**src/rtl/valid_ready_fifo_if.sv**
```systemverilog
// Stream bundle around valid_ready_fifo: producer side (in_*), consumer side (out_*)
// and the occupancy status the FIFO reports back.
interface valid_ready_fifo_if #(
  parameter int DATA_WIDTH = 32,
  parameter int DEPTH      = 4
);
  localparam int CW = $clog2(DEPTH + 1);

  // Handshake: a word moves on a rising edge exactly when valid && ready are both high;
  // the offering side keeps valid and data stable until that edge.
  logic [DATA_WIDTH-1:0] in_data;
  logic                  in_valid;
  logic                  in_ready;
  logic [DATA_WIDTH-1:0] out_data;
  logic                  out_valid;
  logic                  out_ready;
  logic [CW-1:0]         count;
  logic                  almost_full;

  modport slave (
    input  in_data, in_valid, out_ready,
    output in_ready, out_data, out_valid, count, almost_full
  );

  modport master (
    output in_data, in_valid, out_ready,
    input  in_ready, out_data, out_valid, count, almost_full
  );
endinterface

```
**src/rtl/valid_ready_fifo.sv**
```systemverilog
// Circular FIFO decoupling a valid/ready producer from a valid/ready consumer,
// with occupancy count, almost-full flag and synchronous flush.
module valid_ready_fifo #(
  parameter int DATA_WIDTH  = 32,
  parameter int DEPTH       = 4,
  parameter int AFULL_LEVEL = DEPTH - 1
) (
  input  logic               clk,
  input  logic               reset,
  input  logic               flush,
  valid_ready_fifo_if.slave  bus
);
  localparam int PW = (DEPTH > 1) ? $clog2(DEPTH) : 1;
  localparam int CW = $clog2(DEPTH + 1);
  localparam logic [PW-1:0] LAST_PTR  = PW'(DEPTH - 1);
  localparam logic [CW-1:0] FULL_CNT  = CW'(DEPTH);
  localparam logic [CW-1:0] AFULL_CNT = CW'(AFULL_LEVEL);

  logic [DATA_WIDTH-1:0] mem_q [DEPTH];
  logic [PW-1:0]         wr_ptr_q, wr_ptr_d;
  logic [PW-1:0]         rd_ptr_q, rd_ptr_d;
  logic [CW-1:0]         count_q, count_d;
  logic                  in_ready;
  logic                  out_valid;
  logic                  push;
  logic                  pop;

  // Both flow-control outputs come from registered state only, so a full FIFO
  // cannot accept a word in the same cycle it gives one away.
  assign in_ready  = !reset && (count_q != FULL_CNT);
  assign out_valid = (count_q != '0);
  assign push      = bus.in_valid && in_ready;
  assign pop       = out_valid && bus.out_ready;

  assign bus.in_ready    = in_ready;
  assign bus.out_valid   = out_valid;
  assign bus.out_data    = mem_q[rd_ptr_q];
  assign bus.count       = count_q;
  assign bus.almost_full = (count_q >= AFULL_CNT);

  always_comb begin
    wr_ptr_d = wr_ptr_q;
    rd_ptr_d = rd_ptr_q;
    count_d  = count_q;
    if (flush) begin
      wr_ptr_d = '0;
      rd_ptr_d = '0;
      count_d  = '0;
    end else begin
      // Explicit wrap so DEPTH need not be a power of two.
      if (push) wr_ptr_d = (wr_ptr_q == LAST_PTR) ? '0 : wr_ptr_q + 1'b1;
      if (pop)  rd_ptr_d = (rd_ptr_q == LAST_PTR) ? '0 : rd_ptr_q + 1'b1;
      if (push && !pop)      count_d = count_q + 1'b1;
      else if (pop && !push) count_d = count_q - 1'b1;
    end
  end

  always_ff @(posedge clk) begin
    if (reset) begin
      wr_ptr_q <= '0;
      rd_ptr_q <= '0;
      count_q  <= '0;
    end else begin
      wr_ptr_q <= wr_ptr_d;
      rd_ptr_q <= rd_ptr_d;
      count_q  <= count_d;
    end
  end

  // Storage is never cleared; flush/reset only make old words unreachable.
  always_ff @(posedge clk) begin
    if (push && !flush) mem_q[wr_ptr_q] <= bus.in_data;
  end
endmodule

```
**src/flat_wrapper.sv**
```systemverilog
// flat-port wrapper written by rule: the top's interface ports become plain ports
module valid_ready_fifo_flat 
#(
  parameter int DATA_WIDTH  = 32,
  parameter int DEPTH       = 4,
  parameter int AFULL_LEVEL = DEPTH - 1
)
  (clk, reset, flush, bus_in_data, bus_in_valid, bus_out_ready, bus_in_ready, bus_out_data, bus_out_valid, bus_count, bus_almost_full);
  valid_ready_fifo_if #(.DATA_WIDTH(DATA_WIDTH), .DEPTH(DEPTH)) bus_i ();
  input  logic clk;
  input  logic reset;
  input  logic flush;
  input wire logic [$bits(bus_i.in_data)-1:0] bus_in_data;
  input wire logic [$bits(bus_i.in_valid)-1:0] bus_in_valid;
  input wire logic [$bits(bus_i.out_ready)-1:0] bus_out_ready;
  output wire logic [$bits(bus_i.in_ready)-1:0] bus_in_ready;
  output wire logic [$bits(bus_i.out_data)-1:0] bus_out_data;
  output wire logic [$bits(bus_i.out_valid)-1:0] bus_out_valid;
  output wire logic [$bits(bus_i.count)-1:0] bus_count;
  output wire logic [$bits(bus_i.almost_full)-1:0] bus_almost_full;
  assign bus_i.in_data = bus_in_data;
  assign bus_i.in_valid = bus_in_valid;
  assign bus_i.out_ready = bus_out_ready;
  assign bus_in_ready = bus_i.in_ready;
  assign bus_out_data = bus_i.out_data;
  assign bus_out_valid = bus_i.out_valid;
  assign bus_count = bus_i.count;
  assign bus_almost_full = bus_i.almost_full;
  valid_ready_fifo #(.DATA_WIDTH(DATA_WIDTH), .DEPTH(DEPTH), .AFULL_LEVEL(AFULL_LEVEL)) u_core (.clk(clk), .reset(reset), .flush(flush), .bus(bus_i));
endmodule
```
**config.mk**
```make
export PLATFORM = sky130hd
export DESIGN_NAME = valid_ready_fifo_flat
export DESIGN_NICKNAME = d
export VERILOG_FILES = /design/src/rtl/valid_ready_fifo_if.sv /design/src/rtl/valid_ready_fifo.sv /design/src/flat_wrapper.sv
export SDC_FILE = /design/constraint.sdc
export NUM_CORES = 1
export LEC_CHECK = 0
export CAP_MARGIN = 20
export CORE_UTILIZATION = 50
export DETAILED_ROUTE_END_ITERATION = 8
export PLACE_DENSITY = 0.74
export SLEW_MARGIN = 30
export SYNTH_ARGS = -nofsm -noshare
export SYNTH_HDL_FRONTEND = slang
export SYNTH_SLANG_ARGS = --single-unit
```
**constraint.sdc**
```tcl
create_clock -name clk -period 4.7 [get_ports clk]
set_input_delay 0.94 -clock clk [delete_from_list [all_inputs] [get_ports clk]]
set_output_delay 0.94 -clock clk [all_outputs]
set_load 0.03 [all_outputs]
```
==> impl_metrics.tcl, run 1 <==
set metrics [dict create \
    status "finished, final reports clean" \
    grt_max_degree 33 \
    ctsHoldBuffers 0 \
    arrival_ns 2.78 \
    core_um2 9860 \
    tns_ns 0 \
    max_freq_mhz 269 \
    synth_ff_type "edfxtp_1" \
    worst_pin_slew_ns 0.850 \
    synth_top_area_share_pct 74.8 \
    die_w_um 103 \
    syn_area_per_cell_um2 23.5 \
    power_uw 2900 \
    drc 0 \
    fin_util_pct 67.6 \
    slowest_delay_ns 0.68 \
    synth_seq_area_share_pct 78.3 \
    min_path_type "flip-flop to flip-flop" \
    clock_tree.buffer_depth 2 \
    critical-path-slowest-cell "dfxtp_2" \
    synth_area_leaders "edfxtp_1 (75%), mux4_2 (14%), dfxtp_1 (3.5%), ha_1 (1.5%), buf_6 (0.88%)" \
    ys_seq_elements 137 \
    peakVddDrop_mv 0.240 \
    hp-start "u_core.rd_ptr_q[0]$_SDFFE_PP0P_" \
    endpoint_kind "output pin" \
    area_delta_synth_final_pct 29.9 \
    grt_overflow 0 \
    first_pass_iters 4 \
    finalHoldViolCount 0 \
    die_h_um 103 \
    clock_latency_ns 0.51 \
    ant_nets 0 \
    antenna_found_initial 0 \
    synth_common_cells "edfxtp_1 (128), mux4_2 (32), dfxtp_1 (9)" \
    p_per_area_nw_per_um2 435 \
    drive_gt1_share_pct 24.3 \
    r2r-start "u_core.bus.count[0]$_SDFFE_PP0P_" \
    p_leak_uw 0.00217 \
    drtIter0Drc 195 \
    start_util_pct 52.1 \
    cp_data_required_time_ns 3.76 \
    die_area_um2 10700 \
    min_period_ns 3.72 \
    groute.usage.overall_pct 18.3 \
    crit_type "flip-flop to output pin" \
    gp_congestion 0.666 \
    synth.most_common_cell "edfxtp_1" \
    skew_ns 0.00640 \
    cts_buffers 17 \
    cts_sinks 137 \
    setup_viol 0 \
    synth_edf_count 128 \
    routed_via_density 5.33 \
    post-dp-hpwl_um 4990 \
    syn_nets 263 \
    synth_cell_types 24 \
    synth_top_area_cell "edfxtp_1" \
    cts_tree "built" \
    cap_viol_max_count 0 \
    slew_headroom_pct 43.3 \
    io_buffers 74 \
    vias 2441 \
    cp_cell_sequence "buf_4 -> mux4_2 -> clkdlybuf4s50_1" \
    grt_setup_unrepaired "no" \
    slew_viol_final 0 \
    ios 75 \
    worst_setup_path_start_kind "flip-flop" \
    cts_resized 0 \
    drt-total-wl_um 8750 \
    diodes 0 \
    hold-worst-slack_ns 0.495 \
    nets 356 \
    grt_pass1_wl_um 13500 \
    htreeDepth 4 \
    grt_pass1_vias 2544 \
    cts_setup_buffers 0 \
    period_share_pct 79.2 \
    clkTransAtPathRegs_ns 0.06 \
    crit_fanout 15 \
    synthArstFlopShare_pct 0 \
    wire_per_inst_um 19.1 \
    postSynthCellCount 219 \
    rows 36 \
    clockRootBuffer "clkbuf_8" \
    synth.cell_area_um2 5140 \
    ys_warn_count 0 \
]
## cells by family after synthesis
logic type,share of synthesized area (%)
AO/OA/AOI/OAI,0.780
buffers and inverters,1.46
multiplexers,14.6
flip-flops,78.3
adder cells (fa/ha/maj),1.85
AND/OR/NAND/NOR,2.61
XOR/XNOR,0.341
## worst paths after layout
| kind | end | slack [ns] | cells past startpoint |
|---|---|---|---|
| setup / recovery | bus_out_data[24] | 0.98 | 3 |
| hold / removal | flip-flop | 0.49 | 2 |
| setup reg to reg | u_core.bus.count[2]$_SDFFE_PP0P_ | 2.46 | 9 |
| hold reg to reg | flip-flop | 0.49 | 2 |
## where the power goes
part           internal [uW]  switching, uW  total, uW
Combinational           90.4           89.9        180
Sequential              1350           10.5       1360
Clock                    866            494       1360
Total                   2300            594       2900
## worst max-delay path, delay by kind of cell (launching register included)
kind | cells | cell delay, ns
buffers and inverters | 2 | 1.01
muxes | 1 | 0.58
DFF | 1 | 0.68
## cells in the final DEF (no fill, tap or decap), drive strengths merged, types with 2 or more instances in the layout
cell,count
edfxtp,128
clkdlybuf4s50,74
mux4,32
clkbuf,18
dfxtp,9
inv,8
buf,7
ha,6
nand2,5
nor3b,4
or3,4
bufinv,4
nor2,3
mux2i,3
clkinvlp,3
clkinv,3
a21oi,2
xor2,2
o21ai,2
## metrics by stage
stage,area [um^2],cells,setup WS (ns)
floorplan,5140,219,0.672
CTS,6670,458,0.895
global route,6670,458,0.806
detailed placement,6060,426,1.49
global placement,6060,426,1.50
finish,6670,458,0.977
## layer usage
metal	vias up	global-route usage [%]	wire length (um)
met5	-	0	0
met4	0	7.91	183
met3	20	5.38	413
met2	84	28.3	4340
met1	1237	24.6	3800
li1	1100	-	-
## flip-flops by register name (all words and copies together) (netlist names), named ones only
name,count
u_core.rd_ptr_q,2
u_core.bus.count,3
u_core.mem_q,128
u_core.wr_ptr_q,2
## cell type report
cell class,instances,area (um^2)
Sequential cell,137,4030
Clock buffer,18,418
Fill cell,630,3190
Multi-Input combinational cell,71,1060
Timing Repair Buffer,81,793
Clock inverter,14,195
Inverter,4,15.0
Tap cell,133,166
(Power assumes the default switching activity.)
==> run 2, diff against run 1 <==
CORE_UTILIZATION = 48   (was 50)
PLACE_DENSITY = 0.75   (was 0.74)
clock period = 3.1 ns   (was 4.7 ns; I/O delays follow)
==> run 2 against run 1 <==
Final area shrank 1.1%. Global-route usage shrank 1.5 points. Register-to-register slack lost 1.6 ns. Cell count grew 1.3%. Largest cell class unchanged. Clock power grew 24%.
==> impl_metrics.tcl, run 2 (synthesis results as in run 1) <==
set metrics [dict create \
    grt_overflow 0 \
    arrival_ns 2.29 \
    mostFrequentLayoutCells "edfxtp_1 (128), clkdlybuf4s50_1 (74), mux4_2 (32)" \
    slew_headroom_pct 69.2 \
    p_seq_share_pct 51.3 \
    grt_max_degree 33 \
    wire_per_inst_um 18.6 \
    clockRootBuffer "clkbuf_8" \
    max_freq_mhz 343 \
    area_delta_synth_final_pct 28.5 \
    ios 75 \
    gp_congestion 0.721 \
    peakVddDrop_mv 0.302 \
    switching_power_uw 856 \
    worst_setup_path_start_kind "flip-flop" \
    io_buffers 74 \
    crit_type "flip-flop to output pin" \
    final_common_cell "edfxtp_1" \
    cp_cell_sequence "buf_12 -> mux4_2 -> clkdlybuf4s50_1" \
    p_per_area_nw_per_um2 608 \
    crit_family "buffers and inverters" \
    status "finished, final reports clean" \
    worst_pin_slew_ns 0.461 \
    period_share_pct 93.9 \
    p_leak_uw 0.00214 \
    drtIter0Drc 116 \
    p_comb_share_pct 6.9 \
    cts_sinks 137 \
    cts_tree "built" \
    intPower_uw 3150 \
    vias 2444 \
    diodes 0 \
    die_area_um2 11100 \
    die_w_um 105 \
    die_h_um 105 \
    nets 359 \
    use_met2_pct 28.9 \
    antenna_found_initial 0 \
    met3_usage_pct 5.44 \
    clkTransAtPathRegs_ns 0.06 \
    cap_viol_max_count 0 \
    power_frac_clock_pct 41.8 \
    first_pass_iters 4 \
    use_met1_pct 20.4 \
    cts_setup_buffers 0 \
    critical-path-slowest-cell "clkdlybuf4s50_1" \
    htreeDepth 4 \
    cp_data_required_time_ns 2.48 \
    ant_nets 0 \
    crit_fanout 32 \
    rows 37 \
    hold-worst-slack_ns 0.512 \
    slowest_delay_ns 0.61 \
    post-dp-hpwl_um 5310 \
    cts_buffers 17 \
    top_register "u_core.mem_q" \
    grt_setup_unrepaired "no" \
    clock_tree.buffer_depth 2 \
    fin_util_pct 63.6 \
    slew_viol_final 0 \
    tns_ns 0 \
    skew_ns 0.0105 \
    cts_resized 0 \
    top_usage_layer "met2" \
    largest_reg_flops 128 \
    p_sw_share_pct 21.4 \
    min_period_ns 2.91 \
    min_path_type "flip-flop to flip-flop" \
    endpoint_kind "output pin" \
    groute.usage.overall_pct 16.9 \
    grt_pass1_vias 2599 \
    setup_viol 0 \
    drive_gt1_share_pct 24.4 \
    drc 0 \
    ctsHoldBuffers 0 \
    clock_latency_ns 0.50 \
    core_um2 10400 \
    fill_cells 732 \
    drt-total-wl_um 8640 \
    finalHoldViolCount 0 \
    routed_via_density 5.27 \
    start_util_pct 49.5 \
    path_buf_inv 2 \
    grt_pass1_wl_um 13500 \
]
==> run 2: cell type report <==
class | count | area (um^2) | area share (%)
clock buffer | 19 | 422 | 6.39
clock inverter | 13 | 80.1 | 1.21
inverter | 4 | 15.0 | 0.228
multi-input combinational | 71 | 1060 | 16.0
sequential | 137 | 4030 | 61.0
tap | 136 | 170 | 2.58
timing repair buffer | 84 | 828 | 12.6
==> run 2: path summary, 6_finish.rpt <==
path | startpoint | endpoint | slack (ns) | cells after the start
min | u_core.rd_ptr_q[0]$_SDFFE_PP0P_ | flip-flop | 0.51 | 2
max reg2reg | u_core.bus.count[0]$_SDFFE_PP0P_ | u_core.bus.count[2]$_SDFFE_PP0P_ | 0.89 | 9
min reg2reg | u_core.rd_ptr_q[0]$_SDFFE_PP0P_ | flip-flop | 0.51 | 2
max | flip-flop | bus_out_data[4] | 0.19 | 3
==> run 2: through the flow <==
stage               instances  power [uW]  instance area, um^2  worst slack, ns
finish                    464        4010                 6600            0.188
global route              464        4140                 6600           0.0929
CTS                       464        4050                 6600            0.134
detailed placement        432        2380                 6100            0.378
global placement          432        2370                 6100            0.494
floorplan                 219        2240                 5140           -0.777
==> run 2: layer usage <==
| metal | share of wire, % | vias to the layer above | wire [um] |
|---|---|---|---|
| li1 | - | 1107 | - |
| met1 | 42 | 1254 | 3640 |
| met2 | 53 | 75 | 4550 |
| met3 | 4.4 | 8 | 378 |
| met4 | 0.79 | 0 | 68 |
| met5 | 0 | - | 0 |
==> run 2: power by group through the flow <==
stage,combinational [uW],clock [uW],sequential [uW]
3_5_place_dp,281,0,2090
3_3_place_gp,276,0,2090
6_report,278,1680,2060
4_1_cts,283,1710,2060
2_1_floorplan,141,0,2100
5_1_grt,297,1790,2060
==> run 2: worst reg2reg max path, cell delays in order, from the launching register on <==
cell,delay (ns)
dfxtp_1,0.49
or3b_4,0.22
nand3b_4,0.14
inv_2,0.07
ha_1,0.17
inv_1,0.06
fa_1,0.37
xor2_1,0.16
or3_1,0.31
a21oi_1,0.16
